--- src/rtl/eth_pkg.sv ---
// eth_pkg: shared types and constants for the
// serial Ethernet receive path.
package eth_pkg;

    typedef enum logic [2:0] {
        S_HUNT,
        S_DST,
        S_SRC,
        S_LEN,
        S_PAY,
        S_FCS
    } state_t;

    localparam logic [31:0] CRC_POLY   = 32'h04C11DB7;
    localparam logic [31:0] CRC_INIT   = 32'hFFFFFFFF;
    localparam logic [47:0] BCAST_ADDR = 48'hFFFFFFFFFFFF;

    localparam int DST_W = 48;
    localparam int SRC_W = 48;
    localparam int LEN_W = 16;
    localparam int FCS_W = 32;

    // One MSB-first, non-reflected CRC-32 step
    function automatic logic [31:0] crc32_step(
        input logic [31:0] crc,
        input logic        din
    );
        logic fb;
        fb = crc[31] ^ din;
        return {crc[30:0], 1'b0} ^ (fb ? CRC_POLY : 32'h0);
    endfunction

endpackage

--- src/rtl/eth_serial_rx_if.sv ---
// eth_serial_rx_if: serial line in, payload bytes
// and per-frame status out.
interface eth_serial_rx_if;

    logic        input1;
    logic        in_valid;
    logic [7:0]  data_out;
    logic        data_valid;
    logic        data_last;
    logic [47:0] dst_addr;
    logic [47:0] src_addr;
    logic [15:0] length;
    logic        frame_done;
    logic        frame_ok;
    logic        err_fcs;
    logic        err_len;
    logic        err_addr;

    modport master (
        output input1, in_valid,
        input  data_out, data_valid, data_last,
        input  dst_addr, src_addr, length,
        input  frame_done, frame_ok,
        input  err_fcs, err_len, err_addr
    );

    modport slave (
        input  input1, in_valid,
        output data_out, data_valid, data_last,
        output dst_addr, src_addr, length,
        output frame_done, frame_ok,
        output err_fcs, err_len, err_addr
    );

endinterface

--- src/rtl/eth_crc32_serial.sv ---
// eth_crc32_serial: bit-serial CRC-32 LFSR,
// shared by the receive and transmit paths.
module eth_crc32_serial
    import eth_pkg::*;
(
    input  logic        clk,
    input  logic        reset,
    input  logic        init,
    input  logic        enable,
    input  logic        din,
    output logic [31:0] crc_out
);

    logic [31:0] crc;

    // Reseed on init, otherwise fold in one bit per enable
    always_ff @(posedge clk or negedge reset) begin
        if (!reset) begin
            crc <= CRC_INIT;
        end else if (init) begin
            crc <= CRC_INIT;
        end else if (enable) begin
            crc <= crc32_step(crc, din);
        end
    end

    assign crc_out = crc;

endmodule

--- src/rtl/eth_serial_rx.sv ---
// eth_serial_rx: serial Ethernet deframer with
// preamble hunt, address filter and FCS check.
module eth_serial_rx
    import eth_pkg::*;
#(
    parameter int          MAX_PAYLOAD_BYTES = 1500,
    parameter int          PRE_MIN           = 62,
    parameter logic [47:0] MAC_ADDR          = 48'h020000000001,
    parameter bit          FILTER_EN         = 1'b1,
    parameter bit          CHECK_FCS         = 1'b1
) (
    input logic            clk,
    input logic            reset,
    eth_serial_rx_if.slave bus
);

    localparam logic [5:0]  PRE_MIN_C = 6'(PRE_MIN);
    localparam logic [15:0] MAX_LEN   = 16'(MAX_PAYLOAD_BYTES);
    localparam logic [5:0]  DST_END   = 6'(DST_W - 1);
    localparam logic [5:0]  SRC_END   = 6'(SRC_W - 1);
    localparam logic [5:0]  LEN_END   = 6'(LEN_W - 1);
    localparam logic [5:0]  BYTE_END  = 6'd7;
    localparam logic [5:0]  FCS_END   = 6'(FCS_W - 1);

    state_t      st, nxt;
    logic [5:0]  bit_cnt;
    logic [5:0]  alt_cnt;
    logic        prev;
    logic [46:0] sr;
    logic [15:0] byte_cnt;
    logic [31:0] crc;

    logic        bit_in, adv;
    logic        field_end, crc_seed, crc_en;
    logic        sfd, len_bad, addr_ok, fcs_bad, last_byte;
    logic [15:0] len_new;
    logic [31:0] fcs_new;
    logic [7:0]  byte_new;

    logic [7:0]  data_q;
    logic        dv_q, dl_q;
    logic [47:0] dst_q, src_q;
    logic [15:0] len_q;
    logic        done_q, ok_q, efcs_q, elen_q, eaddr_q;

    assign bit_in    = bus.input1;
    assign adv       = bus.in_valid;
    assign len_new   = {sr[14:0], bit_in};
    assign fcs_new   = {sr[30:0], bit_in};
    assign byte_new  = {sr[6:0], bit_in};
    assign len_bad   = (len_new == '0) || (len_new > MAX_LEN);
    assign sfd       = bit_in && prev && (alt_cnt >= PRE_MIN_C);
    assign addr_ok   = !FILTER_EN || (dst_q == MAC_ADDR)
                       || (dst_q == BCAST_ADDR);
    assign fcs_bad   = CHECK_FCS && (fcs_new != ~crc);
    assign last_byte = (byte_cnt == len_q - 16'd1);

    eth_crc32_serial u_crc (
        .clk     (clk),
        .reset   (reset),
        .init    (crc_seed),
        .enable  (crc_en),
        .din     (bit_in),
        .crc_out (crc)
    );

    // State register
    always_ff @(posedge clk or negedge reset) begin
        if (!reset) st <= S_HUNT;
        else        st <= nxt;
    end

    // Next state, field boundaries and CRC control
    always_comb begin
        nxt       = st;
        crc_seed  = 1'b0;
        crc_en    = 1'b0;
        field_end = 1'b0;
        if (adv) begin
            unique case (st)
                S_HUNT: begin
                    if (sfd) begin
                        nxt      = S_DST;
                        crc_seed = 1'b1;
                    end
                end
                S_DST: begin
                    crc_en    = 1'b1;
                    field_end = (bit_cnt == DST_END);
                    if (field_end) nxt = S_SRC;
                end
                S_SRC: begin
                    crc_en    = 1'b1;
                    field_end = (bit_cnt == SRC_END);
                    if (field_end) nxt = S_LEN;
                end
                S_LEN: begin
                    crc_en    = 1'b1;
                    field_end = (bit_cnt == LEN_END);
                    if (field_end) nxt = len_bad ? S_HUNT : S_PAY;
                end
                S_PAY: begin
                    crc_en    = 1'b1;
                    field_end = (bit_cnt == BYTE_END);
                    if (field_end && last_byte) nxt = S_FCS;
                end
                S_FCS: begin
                    field_end = (bit_cnt == FCS_END);
                    if (field_end) nxt = S_HUNT;
                end
                default: nxt = S_HUNT;
            endcase
        end
    end

    // Shift-in, preamble counting, field latches and strobes
    always_ff @(posedge clk or negedge reset) begin
        if (!reset) begin
            bit_cnt  <= '0;
            alt_cnt  <= '0;
            prev     <= 1'b0;
            sr       <= '0;
            byte_cnt <= '0;
            data_q   <= '0;
            dv_q     <= 1'b0;
            dl_q     <= 1'b0;
            dst_q    <= '0;
            src_q    <= '0;
            len_q    <= '0;
            done_q   <= 1'b0;
            ok_q     <= 1'b0;
            efcs_q   <= 1'b0;
            elen_q   <= 1'b0;
            eaddr_q  <= 1'b0;
        end else begin
            dv_q    <= 1'b0;
            dl_q    <= 1'b0;
            done_q  <= 1'b0;
            ok_q    <= 1'b0;
            efcs_q  <= 1'b0;
            elen_q  <= 1'b0;
            eaddr_q <= 1'b0;
            if (adv) begin
                sr      <= {sr[45:0], bit_in};
                bit_cnt <= (st == S_HUNT || field_end)
                           ? '0 : bit_cnt + 6'd1;
                if (st == S_HUNT) begin
                    if (sfd) begin
                        alt_cnt <= '0;
                        prev    <= 1'b0;
                    end else begin
                        prev <= bit_in;
                        if (bit_in != prev)
                            alt_cnt <= (alt_cnt == 6'd63)
                                       ? alt_cnt : alt_cnt + 6'd1;
                        else
                            alt_cnt <= 6'd1;
                    end
                end
                if (field_end) begin
                    unique case (st)
                        S_DST: dst_q <= {sr, bit_in};
                        S_SRC: src_q <= {sr, bit_in};
                        S_LEN: begin
                            len_q    <= len_new;
                            byte_cnt <= '0;
                            if (len_bad) begin
                                done_q  <= 1'b1;
                                elen_q  <= 1'b1;
                                eaddr_q <= !addr_ok;
                            end
                        end
                        S_PAY: begin
                            byte_cnt <= byte_cnt + 16'd1;
                            if (addr_ok) begin
                                data_q <= byte_new;
                                dv_q   <= 1'b1;
                                dl_q   <= last_byte;
                            end
                        end
                        S_FCS: begin
                            done_q  <= 1'b1;
                            efcs_q  <= fcs_bad;
                            eaddr_q <= !addr_ok;
                            ok_q    <= !(fcs_bad || !addr_ok);
                        end
                        default: ;
                    endcase
                end
            end
        end
    end

    assign bus.data_out   = data_q;
    assign bus.data_valid = dv_q;
    assign bus.data_last  = dl_q;
    assign bus.dst_addr   = dst_q;
    assign bus.src_addr   = src_q;
    assign bus.length     = len_q;
    assign bus.frame_done = done_q;
    assign bus.frame_ok   = ok_q;
    assign bus.err_fcs    = efcs_q;
    assign bus.err_len    = elen_q;
    assign bus.err_addr   = eaddr_q;

endmodule

--- src/flat_wrapper.sv ---
// flat-port wrapper written by rule: the top's interface ports become plain ports
module eth_serial_rx_flat import eth_pkg::*;
#(
    parameter int          MAX_PAYLOAD_BYTES = 1500,
    parameter int          PRE_MIN           = 62,
    parameter logic [47:0] MAC_ADDR          = 48'h020000000001,
    parameter bit          FILTER_EN         = 1'b1,
    parameter bit          CHECK_FCS         = 1'b1
)
  (clk, reset, bus_input1, bus_in_valid, bus_data_out, bus_data_valid, bus_data_last, bus_dst_addr, bus_src_addr, bus_length, bus_frame_done, bus_frame_ok, bus_err_fcs, bus_err_len, bus_err_addr);
  eth_serial_rx_if bus_i ();
  input logic clk;
  input logic reset;
  input wire logic [$bits(bus_i.input1)-1:0] bus_input1;
  input wire logic [$bits(bus_i.in_valid)-1:0] bus_in_valid;
  output wire logic [$bits(bus_i.data_out)-1:0] bus_data_out;
  output wire logic [$bits(bus_i.data_valid)-1:0] bus_data_valid;
  output wire logic [$bits(bus_i.data_last)-1:0] bus_data_last;
  output wire logic [$bits(bus_i.dst_addr)-1:0] bus_dst_addr;
  output wire logic [$bits(bus_i.src_addr)-1:0] bus_src_addr;
  output wire logic [$bits(bus_i.length)-1:0] bus_length;
  output wire logic [$bits(bus_i.frame_done)-1:0] bus_frame_done;
  output wire logic [$bits(bus_i.frame_ok)-1:0] bus_frame_ok;
  output wire logic [$bits(bus_i.err_fcs)-1:0] bus_err_fcs;
  output wire logic [$bits(bus_i.err_len)-1:0] bus_err_len;
  output wire logic [$bits(bus_i.err_addr)-1:0] bus_err_addr;
  assign bus_i.input1 = bus_input1;
  assign bus_i.in_valid = bus_in_valid;
  assign bus_data_out = bus_i.data_out;
  assign bus_data_valid = bus_i.data_valid;
  assign bus_data_last = bus_i.data_last;
  assign bus_dst_addr = bus_i.dst_addr;
  assign bus_src_addr = bus_i.src_addr;
  assign bus_length = bus_i.length;
  assign bus_frame_done = bus_i.frame_done;
  assign bus_frame_ok = bus_i.frame_ok;
  assign bus_err_fcs = bus_i.err_fcs;
  assign bus_err_len = bus_i.err_len;
  assign bus_err_addr = bus_i.err_addr;
  eth_serial_rx #(.MAX_PAYLOAD_BYTES(MAX_PAYLOAD_BYTES), .PRE_MIN(PRE_MIN), .MAC_ADDR(MAC_ADDR), .FILTER_EN(FILTER_EN), .CHECK_FCS(CHECK_FCS)) u_core (.clk(clk), .reset(reset), .bus(bus_i));
endmodule
--- config.mk ---
export PLATFORM = sky130hd
export DESIGN_NAME = eth_serial_rx_flat
export DESIGN_NICKNAME = d
export VERILOG_FILES = /design/src/rtl/eth_pkg.sv /design/src/rtl/eth_serial_rx_if.sv /design/src/rtl/eth_crc32_serial.sv /design/src/rtl/eth_serial_rx.sv /design/src/flat_wrapper.sv
export SDC_FILE = /design/constraint.sdc
export NUM_CORES = 1
export LEC_CHECK = 0
export ABC_AREA = 0
export BUFFER_PORTS_ARGS = -buffer_cell sky130_fd_sc_hd__buf_2
export CORE_MARGIN = 4
export CORE_UTILIZATION = 40
export CTS_BUF_LIST = sky130_fd_sc_hd__clkbuf_4
export DETAILED_ROUTE_END_ITERATION = 8
export MAX_ROUTING_LAYER = met4
export SKIP_CTS_REPAIR_TIMING = 1
export SYNTH_ARGS = -nofsm -noshare
export SYNTH_HDL_FRONTEND = slang
export SYNTH_HIERARCHICAL = 1
export SYNTH_SLANG_ARGS = --single-unit
export TNS_END_PERCENT = 30
--- constraint.sdc ---
create_clock -name clk -period 2.6 [get_ports clk]
set_input_delay 0.52 -clock clk [delete_from_list [all_inputs] [get_ports clk]]
set_output_delay 0.52 -clock clk [all_outputs]
set_load 0.02 [all_outputs]
---- Yosys cells after proc, flatten, opt, wreduce, memory -nomap -nowiden ----
Index checks and enable logic that the tools add are counted.
Widths: inputs -> output; s select.
operators by class
  $add $sub $neg .......................... 4
  $lt $le $gt $ge ......................... 2
  eq/ne operators ......................... 22
  mux-type cells .......................... 49
  bitwise gates (word level) .............. 3
  reductions and logical operators ........ 23
operators by type and width
  kind                   number
  $mux 32                2
  $eq 48x42->1 const B   1
  $eq 48x48->1 const B   1
  $ne 32x32->1           1
  $not 32->32            1
  $pmux 16 s2            1
  $xor 32x27->32         1
  $mux 1                 30
  $mux 27                1
  $mux 6                 4
  $mux 3                 7
  $pmux 3 s6             1
  $add 16x1->16 const B  1
  $eq 16x16->1           1
  $gt 16x11->1 const B   1
  $logic_not 16->1       1
  $sub 16x1->16 const B  1
  $reduce_and 3->1       5
  $add 6x1->6 const B    2
  $eq 6x6->1 const B     2
  $ne 2x1->1 const B     6
  $reduce_and 7->1       1
  $eq 3x2->1 const B     2
  $eq 3x3->1 const B     2
  other kinds (19)       27
storage, ports and cells
  register bits ........................... 238
  input port bits ......................... 4
  output and inout bits ................... 127
  logic and storage cells ................. 121

---- Depth between registers and ports, before layout ----
  depth in word-level cells ............... 8
  gate-level depth with buffers ........... 9
  gate-level depth less buffers ........... 8

---- By module ----
Netlist, hierarchy kept.
modules (own cells, without submodules)
  module            instances  cells an instance  area each (µm²)  seq. area each (µm²)
  eth_serial_rx     1          795                9594.2           5154.9
  eth_crc32_serial  1          123                1725.4           840.8

---- Worst setup path after synthesis ----
Ideal clock, no wire load.
  path type ............................... reg-to-reg
  start ................................... reg u_core.bit_cnt[0]
  end ..................................... reg u_core.dst_q[28], in the netlist u_core/bus.dst_addr[28]
  setup time .............................. 0.125 ns
  data arrival time ....................... 2.275 ns
  required time ........................... 2.475 ns
  path slack .............................. 0.200 ns
  stages on the path, launching flop included .. 9
  buffers on the path ..................... 2
  period minus slack after synthesis ...... 2.400 ns
  cell sequence ........................... dfrtp_1 ha_1 nand3_2 or2_1 o41a_1 or3_4 buf_6 buf_6 mux2_4
between the ends
  cells in the longest elaborated chain, start to end .. 4
  elaborated cells on any way between the ends .. 7
  those cells by class .................... eq/ne: 4; mux: 2; reduce/logical: 1
ends and longest elaborated chain
  what                                   line                  RTL
  start: declaration                     eth_serial_rx.sv:26   logic [5:0] bit_cnt;
  start signal: assignment               eth_serial_rx.sv:145  bit_cnt <= (st == S_HUNT || field_end)
  $eq 6x5->1 (tied with other cells)     eth_serial_rx.sv:108  field_end = (bit_cnt == FCS_END);
  $pmux 1 s4 (*)                         eth_serial_rx.sv:80   unique case (st)
  $mux 1 (*)                             eth_serial_rx.sv:79   if (adv) begin
  $reduce_and 3->1 (no source line) (*)  --
  end signal: assignment                 eth_serial_rx.sv:162  S_DST: dst_q <= {sr, bit_in};
  end: declaration                       eth_serial_rx.sv:42   logic [47:0] dst_q, src_q;
Every way passes the cells marked *; elsewhere a longest branch is shown, timed or not.
A chain may end at the register's enable or synchronous reset.

---- Worst setup path after layout ----
  start ................................... reg u_core.bit_cnt[1]
  end ..................................... reg u_core.dst_q[36], in the netlist u_core/bus.dst_addr[36]
The elaborated chain is that of the path after synthesis.

==> metrics.md <==
| Metric | Value |
|---|---|
| Register bit total from synthesis | `238` |
| Critical-path top delay cell | `o41a_1` |
| Clock tree from TritonCTS | `yes` |
| Commonest non-fill, non-tap cell in the layout | `dfrtp_1` |
| Maximum VDD drop | `roughly 500 uV` |
| Die area | `31100 um^2` |
| Period utilization | `between 90 and 100%` |
| Seq/Total Area, Yosys | `between 50% and 60%` |
| Post-Synthesis Cells | `918` |
| Tot GR Track Use | `around a fifth` |
| Vias in the first global route | `a little over 8000` |
| Ys flop type | `dfrtp_1` |
| First-pass GRT wire length | `46500 um` |
| Final Max Tran Viols | `0` |
| Detailed-route via count | `8117` |
| Post-route ant nets | `0` |
| WL final | `29500 um` |
| Height of the die | `176 um` |
| Rows | `61` |
| CP max FO | `38` |
| Placed Instance Area | `12700 um^2` |
| DP HPWL | `20400 um` |
| Mapped cell area | `11300 um^2` |
| Storage element area | `6000 um^2` |
| Pleak | `6.94 nW` |
| Starting density of the core | `approximately 41%` |
| Final Instance Area | `13600 um^2` |
| Status | `finished clean` |
| Synth unique cells | `66` |
| Data arrival, critical path | `2930 ps` |
| Largest net degree at the start of global routing | `65` |
| Post-route clock skew | `~45 ps` |
| EDFF count, synth | `0` |
| Die width | `176 um` |
| Via density | `5.24` |
| Routability Congestion | `~0.90` |
| Core area | `27900 um^2` |
| Antenna violations before repair | `1` |
| Finish-stage setup viols | `0` |
| Final core utilization | `48.8%` |
| Remaining global-route overflow | `0` |
| Clk slew on worst S/H paths | `60 ps` |
| Worst-path cell chain | `ha_1, nand3_2, or2_1, o41a_1, or3_4, buf_12, mux2_4` |
| Layout Cells excl Fill | `1549` |
| # IOs | `~130` |
| H-Tree Depth | `3` |
| Area of the multi-input gates | `5000 um^2` |
| Max_cap viols | `0` |
| Root Driver | `clkbuf_4` |
| Fin nets | `1131` |
| Pre-antenna DRT Iters | `5` |
| CTS Sinks | `approximately 240` |
| Final worst path period need | `2430 ps` |
| Max Root-Sink Buffers | `3` |
| Slew margin rel. | `39.0%` |
| CTS buffer count | `about 70` |
| Setup WS post-layout | `169 ps` |
| HP Class | `input pin to flop` |
| Share of layout cells above drive strength 1 | `42.6%` |
| Port bufs | `130` |
| Power Total | `between 10 and 15 mW` |
| Syn. warnings | `6` |
| Most frequent cells in the layout | `dfrtp_1 (206), mux2_2 (133), buf_2 (129)` |
| Setup CP Type | `flop to flop` |
| DRC viols | `0` |
| CP Capture Type | `flop` |
| Placed insts | `approximately 1400` |
| Max Clock Freq | `411 MHz` |
| Worst-skew pair later-pin latency | `roughly 650 ps` |
| Wire length per cell | `19.1 um` |
| CP max stage delay | `400 ps` |
| Mean Syn Cell Area | `12.3 um^2` |
| Initial drt markers | `554` |
| CP Launch Type | `flop` |
| RSZ-0062 raised after global routing | `false` |
| Critical path's top delay family | `simple AND/OR/NAND/NOR gates` |
| Pre-CTS setup slack | `approximately 140 ps` |
| Asr flop ratio synth | `100%` |
| Area delta synth->final | `20.1%` |
| Worst hold slack | `194 ps` |
| Filler cells | `approximately 2600` |
| WP data required | `around 3100 ps` |
| Synthesized net count | `928` |
| PwrDens | `803 nW/um^2` |
| Worst Path Buf+Inv | `1` |
| Final Hold Viols | `0` |
| Worst-margin pin slew | `907 ps` |
| Setup TNS Final | `0 ps` |
## kinds of logic (layout without fill, tap and decap cells)
group | count (synthesis) | in the layout | synth area share (%)
AOI/OAI and AO/OA | 105 | 105 | 6.88
xor gates and xnor gates | 84 | 84 | 8.22
adders and majority gates | 6 | 6 | 0.663
buffers and inverters | 71 | 323 | 3.07
DFF | 238 | 238 | 53.0
muxes | 154 | 154 | 16.0
other | 0 | 1 | 0
and+or+nand+nor | 260 | 260 | 12.2
## metal layers
| metal | track usage (%) | vias to the layer above | routed length, um |
|---|---|---|---|
| met1 | 26.6 | 4055 | 13500 |
| met3 | 5.37 | 52 | 1940 |
| met2 | 28.6 | 245 | 13300 |
| met4 | 6.56 | 0 | 740 |
| met5 | - | - | 0 |
| li1 | - | 3765 | - |
## power breakdown
| group | internal [mW] | leakage [nW] | switching, mW | total (mW) |
|---|---|---|---|---|
| logic | 1.28 | 3.28 | 1.10 | 2.38 |
| registers | 4.35 | 3.13 | 0.761 | 5.11 |
| clock network | 1.85 | 0.518 | 1.57 | 3.42 |
## cell usage after synthesis, types with 12 or more instances
| library cell | instances | area, um^2 |
|---|---|---|
| mux2_4 | 20 | 300 |
| nand4_1 | 27 | 169 |
| dfstp_2 | 32 | 841 |
| inv_1 | 14 | 52.6 |
| nand3_1 | 20 | 100 |
| xor3_1 | 13 | 309 |
| clkbuf_1 | 34 | 128 |
| nor2b_1 | 36 | 225 |
| a211o_1 | 33 | 289 |
| nor4_1 | 34 | 213 |
| buf_2 | 12 | 60.1 |
| nand2_1 | 66 | 248 |
| mux2_2 | 133 | 1500 |
| o21ai_0 | 21 | 105 |
| xor2_1 | 19 | 166 |
| xnor2_1 | 52 | 455 |
| dfrtp_1 | 206 | 5150 |
| nor2_1 | 35 | 131 |
## tightest hold or removal path, stage by stage
cell and delay [ps]:
buf_2 150, nand3_1 70, nand2_1 50
## cell type report
cell class                 instances  area share [%]
sequential                       238            44.1
multi-input combinational        609            36.8
timing repair buffer             189            8.88
clock buffer                     106            5.86
tap                              378            3.48
clock inverter                    14           0.479
inverter                          14           0.387
antenna                            1          0.0184
## final timing paths
check / end / slack, ps / startpoint / cells past startpoint
setup / recovery: u_core/bus.dst_addr[36]$_DFFE_PN0P_ / 170 / u_core/bit_cnt[1]$_DFFE_PN0P_ / 7
hold reg to reg: u_core/prev$_DFFE_PN0P_ / 470 / u_core/prev$_DFFE_PN0P_ / 2
setup reg to reg: u_core/bus.dst_addr[36]$_DFFE_PN0P_ / 170 / u_core/bit_cnt[1]$_DFFE_PN0P_ / 7
hold / removal: u_core/prev$_DFFE_PN0P_ / 190 / bus_input1 / 3
min in group asynchronous: u_core/byte_cnt[12]$_DFFE_PN0P_ / 410 / reset / 2
max in group asynchronous: u_core/bus.dst_addr[37]$_DFFE_PN0P_ / 1380 / reset / 3
## sequential cells by signal, summed over array words and instances, names as in the netlist, 3 cells and up
| signal | cells |
|---|---|
| u_core/bus.length | 16 |
| u_core/sr | 47 |
| u_core/bus.src_addr | 48 |
| u_core/st | 3 |
| u_core/bus.dst_addr | 48 |
| u_core/u_crc/crc_out | 32 |
| u_core/bus.data_out | 8 |
| u_core/byte_cnt | 16 |
| u_core/bit_cnt | 6 |
| u_core/alt_cnt | 6 |
Power figures use the tool's default switching activity.
